==> src/rtl/psram_core_arbiter.sv <==
// rtl/psram_core_arbiter.sv - two-port arbiter sharing one PSRAM controller core
// Define PSRAM_ARB_ROUND_ROBIN_EN for round-robin tie-break; otherwise port 0 has fixed priority.
module psram_core_arbiter #(
  parameter int AW = 24
) (
  input  logic          HCLK,
  input  logic          HRESETn,
  input  logic          m0_req,
  input  logic [AW-1:0] m0_addr,
  input  logic [31:0]   m0_wdata,
  input  logic [2:0]    m0_size,
  input  logic          m0_rd_wr,
  output logic          m0_ack,
  output logic [31:0]   m0_rdata,
  input  logic          m1_req,
  input  logic [AW-1:0] m1_addr,
  input  logic [31:0]   m1_wdata,
  input  logic [2:0]    m1_size,
  input  logic          m1_rd_wr,
  output logic          m1_ack,
  output logic [31:0]   m1_rdata,
  output logic          core_start,
  output logic [AW-1:0] core_addr,
  output logic [31:0]   core_data_i,
  output logic [2:0]    core_size,
  output logic          core_rd_wr,
  input  logic          core_done,
  input  logic [31:0]   core_data_o,
  output logic          busy,
  output logic          owner
);

  typedef enum logic [1:0] {
    S_IDLE  = 2'd0,
    S_ISSUE = 2'd1,
    S_WAIT  = 2'd2,
    S_RESP  = 2'd3
  } state_t;

  state_t        state_q;
  logic          owner_q;
  logic [AW-1:0] core_addr_q;
  logic [31:0]   core_wdata_q;
  logic [2:0]    core_size_q;
  logic          core_rd_wr_q;
  logic [31:0]   m0_rdata_q;
  logic [31:0]   m1_rdata_q;
  logic          grant_d;
  logic          any_req;

`ifdef PSRAM_ARB_ROUND_ROBIN_EN
  // Tie-break history; resets to port 1 so the first tie after reset goes to port 0.
  logic          last_q;

  always_comb begin
    any_req = m0_req | m1_req;
    grant_d = (m0_req & m1_req) ? ~last_q : m1_req;
  end

  always_ff @(posedge HCLK or negedge HRESETn) begin
    if (!HRESETn) begin
      last_q <= 1'b1;
    end else if (state_q == S_IDLE && any_req) begin
      last_q <= grant_d;
    end
  end
`else
  always_comb begin
    any_req = m0_req | m1_req;
    grant_d = ~m0_req & m1_req;
  end
`endif

  always_ff @(posedge HCLK or negedge HRESETn) begin
    if (!HRESETn) begin
      state_q      <= S_IDLE;
      owner_q      <= 1'b0;
      core_addr_q  <= '0;
      core_wdata_q <= '0;
      core_size_q  <= '0;
      core_rd_wr_q <= 1'b0;
      m0_rdata_q   <= '0;
      m1_rdata_q   <= '0;
    end else begin
      case (state_q)
        S_IDLE: begin
          if (any_req) begin
            owner_q      <= grant_d;
            core_addr_q  <= grant_d ? m1_addr  : m0_addr;
            core_wdata_q <= grant_d ? m1_wdata : m0_wdata;
            core_size_q  <= grant_d ? m1_size  : m0_size;
            core_rd_wr_q <= grant_d ? m1_rd_wr : m0_rd_wr;
            state_q      <= S_ISSUE;
          end
        end
        S_ISSUE: state_q <= S_WAIT;
        S_WAIT: begin
          if (core_done) begin
            // Writes complete with an ack but leave the read-data holding register alone.
            if (core_rd_wr_q) begin
              if (owner_q) m1_rdata_q <= core_data_o;
              else         m0_rdata_q <= core_data_o;
            end
            state_q <= S_RESP;
          end
        end
        S_RESP:  state_q <= S_IDLE;
        default: state_q <= S_IDLE;
      endcase
    end
  end

  assign core_start  = (state_q == S_ISSUE);
  assign busy        = (state_q != S_IDLE);
  assign owner       = owner_q;
  assign m0_ack      = (state_q == S_RESP) && !owner_q;
  assign m1_ack      = (state_q == S_RESP) &&  owner_q;
  assign m0_rdata    = m0_rdata_q;
  assign m1_rdata    = m1_rdata_q;
  assign core_addr   = core_addr_q;
  assign core_data_i = core_wdata_q;
  assign core_size   = core_size_q;
  assign core_rd_wr  = core_rd_wr_q;

endmodule

==> config.mk <==
export PLATFORM = sky130hd
export DESIGN_NAME = psram_core_arbiter
export DESIGN_NICKNAME = d
export VERILOG_FILES = /design/src/rtl/psram_core_arbiter.sv
export SDC_FILE = /design/constraint.sdc
export NUM_CORES = 1
export LEC_CHECK = 0
export CAP_MARGIN = 5
export CORE_UTILIZATION = 43
export DETAILED_ROUTE_END_ITERATION = 12
export PLACE_DENSITY = 0.87
export SYNTH_ARGS = -nofsm -noshare
export SYNTH_HDL_FRONTEND = slang
export SYNTH_SLANG_ARGS = --single-unit
export TNS_END_PERCENT = 20
==> constraint.sdc <==
create_clock -name HCLK -period 3.5 [get_ports HCLK]
set_clock_uncertainty 0.05 [all_clocks]
set_input_delay 0.875 -clock HCLK [delete_from_list [all_inputs] [get_ports HCLK]]
set_output_delay 0.875 -clock HCLK [all_outputs]
set_load 0.01 [all_outputs]
==> flow_summary.toml <==
[cts]
ctsHoldBuffers = 0
clk_latency_ns = 0.41
root_buffer = "clkbuf_16"
cts.path.max_buffers = 2
cts_tree = "done"
post_cts_resized = 0
cts_buffers = 17
htreeDepth = 4
clkSlewWorstSetupHoldPaths_ns = 0.06
clock_sinks = 127
postCtsSetupBuffers = 0

[route]
drc = 0
highest_layer = "met4"
viasPerCell = 5.33
drt-total-wl_um = 18300
postRouteAntennaNets = 0
wl_per_cell_um = 19.2
dr_total_vias = 5068
wl_met2_um = 9480
wl_met1_um = 6750
drtIter0Drc = 386
wl_met3_um = 1610
firstDrtPassIters = 5

[power]
p_sw_share_pct = 32.8
pwr-share-seq_pct = 32.4
p_sw_uw = 2700
powerDensity_mw_per_mm2 = 890
p_leak_uw = 0.00422
combPwrFrac_pct = 45.5
p_clk_share_pct = 22.1
ir_drop_v = 0.000387
intPower_uw = 5530

[sta]
finalSetupTns_ns = 0
tightest_slew_ns = 0.666
max-slew-margin-rel_pct = 55.4
rsz0062_at_grt = "false"
slew_violations = 0
fin_crit_ns = 2.69
max_freq_ghz = 0.371
hold_viol = 0
finalCritPeriodShare_pct = 76.9
setup_viol = 0

[setup_path]
setup.worst_path.class = "flop to output port"
r2r_cells = 6
start_kind = "flop"
cpPeakStageDelay_ns = 0.55
cp.arrival_ns = 1.77
crit_chain = "ha_1, nor2b_1, clkdlybuf4s50_1"
cp.required_ns = 2.57
r2r_setup_slack_ns = 1.13
crit_fanout = 4
cp_slowest_cell = "clkdlybuf4s50_1"
crit_family = "buffers and inverters"
crit_buf_inv = 1
r2r-start = "state_q[0]$_DFFE_PN0P_"
r2r-end = "state_q[1]$_DFFE_PN0P_"
cp-end-kind = "output port"
startpoint = "state_q[0]$_DFFE_PN0P_"

[floorplan]
start_util_pct = 44.4
fp.dieH_um = 117
io_pins = 286
core_region_area_mm2 = 0.0127
die_area_mm2 = 0.0136
die_w_um = 117
rows = 41

[cells_and_area]
layout_commonest_cell = "clkdlybuf4s50_1"
layout_common_cells = "clkdlybuf4s50_1 (283), nand3_1 (180), dfrtp_1 (127)"
area_growth_pct = 63.6
antenna_cells = 0
fillerInstances = 847
final_area_mm2 = 0.00925
layout-drive-gt1-share_pct = 14.2
fin_nets = 928
finalNonFillerCells = 951

[yosys]
synth_area_per_cell_um2 = 11.5
synth_nets = 654
syn_inst = 492
ys_seq_area_share_pct = 56.2
synth.ff_latch_count = 127
ys_types = 19
yosys_warnings = 0
netlist_area_mm2 = 0.00565

[grt]
grt.overflow.total = 0
grt_first_pass_wirelength_um = 27300
grt_pass1_vias = 5120
antenna_found_initial = 0
grt.total_usage_pct = 27.0
grt_max_degree = 67

[place]
place.gp.congestion = 0.797
portBuffers = 285
dpl-instance-area_mm2 = 0.00864
dp_hpwl_um = 12900
placedCellCount = 919

[hold_path]
hold_path_class = "input port to async pin"

[run_status]
status = "completed"

[flow_run]
drv_cap = 0
## registers in the layout, indices dropped and copies added, names as in the netlist
| name | flops |
|---|---|
| state_q | 2 |
| core_size | 3 |
| m0_rdata | 32 |
| core_data_i | 32 |
| owner | 1 |
| core_addr | 24 |
| m1_rdata | 32 |
| core_rd_wr | 1 |
## layer usage
layer / GRT usage, % / vias up
li1: - / 2272
met1: 29.4 / 2491
met2: 48.0 / 267
met3: 9.34 / 38
met4: 10.9 / 0
met5: 0 / -
## cell type report
| cell class | count | area, um2 | area share (%) |
|---|---|---|---|
| Tap cell | 172 | 215 | 2.33 |
| Multi-Input combinational cell | 321 | 2280 | 24.6 |
| Timing Repair Buffer | 295 | 2960 | 32.0 |
| Sequential cell | 127 | 3180 | 34.3 |
| Clock inverter | 9 | 130 | 1.41 |
| Inverter | 4 | 15.0 | 0.162 |
| Clock buffer | 23 | 478 | 5.17 |
## power groups by stage
| stage | clock network [uW] | logic (uW) | registers, uW |
|---|---|---|---|
| final | 1820 | 3740 | 2670 |
| after global routing | 1910 | 4010 | 2740 |
| after CTS | 1850 | 3770 | 2670 |
| after detailed placement | 0 | 3720 | 2670 |
| after global placement | 0 | 3610 | 2620 |
| after floorplan | 0 | 1420 | 2900 |
## cells in the mapped netlist
master    count  share of area (%)
a21oi_1       3               0.27
o32a_1        1               0.18
dfrtp_1     127                 56
clkbuf_1     13               0.86
nor2b_1       2               0.22
nand3_1     180                 16
mux2_2        5                1.0
ha_1          5                1.1
and2_1        1               0.11
inv_1         4               0.27
buf_2        15                1.3
nor3b_1       1               0.13
nand2_1      60                4.0
o21ai_1       1              0.088
buf_1         6               0.40
nand4b_4      1               0.42
buf_6         6                1.2
mux2_4       60                 16
nand4_4       1               0.38
## worst max-delay path by stage
stage	slack [ns]	end	cells past startpoint
after CTS	0.77	m0_ack	3
after global routing	0.71	m0_ack	3
after detailed placement	0.74	m0_rdata[27]$_DFFE_PN0P_	4
after floorplan	1.25	busy	6
after global placement	0.79	m0_rdata[6]$_DFFE_PN0P_	4
final	0.81	m0_ack	3
## per-stage QoR
stage / setup WS [ns] / hold slack [ns] / total power (uW) / utilization, %
final: 0.808 / 0.431 / 8230 / 72.7
after global routing: 0.710 / 0.462 / 8650 / 72.7
after CTS: 0.769 / 0.443 / 8290 / 72.7
after detailed placement: 0.743 / 0.428 / 6390 / 67.9
after global placement: 0.786 / 0.424 / 6230 / 67.9
after floorplan: 1.25 / 0.478 / 4320 / -
## kinds of logic (layout without fill, tap and decap cells)
group	Yosys count	in the layout	synth area share [%]
AOI/OAI and AO/OA	5	5	0.531
DFF	127	127	56.2
buffers and inverters	44	331	4.05
and+or+nand+nor	246	246	21.2
muxes	65	65	16.9
adders and majority gates	5	5	1.11
(Power assumes the default switching activity.)
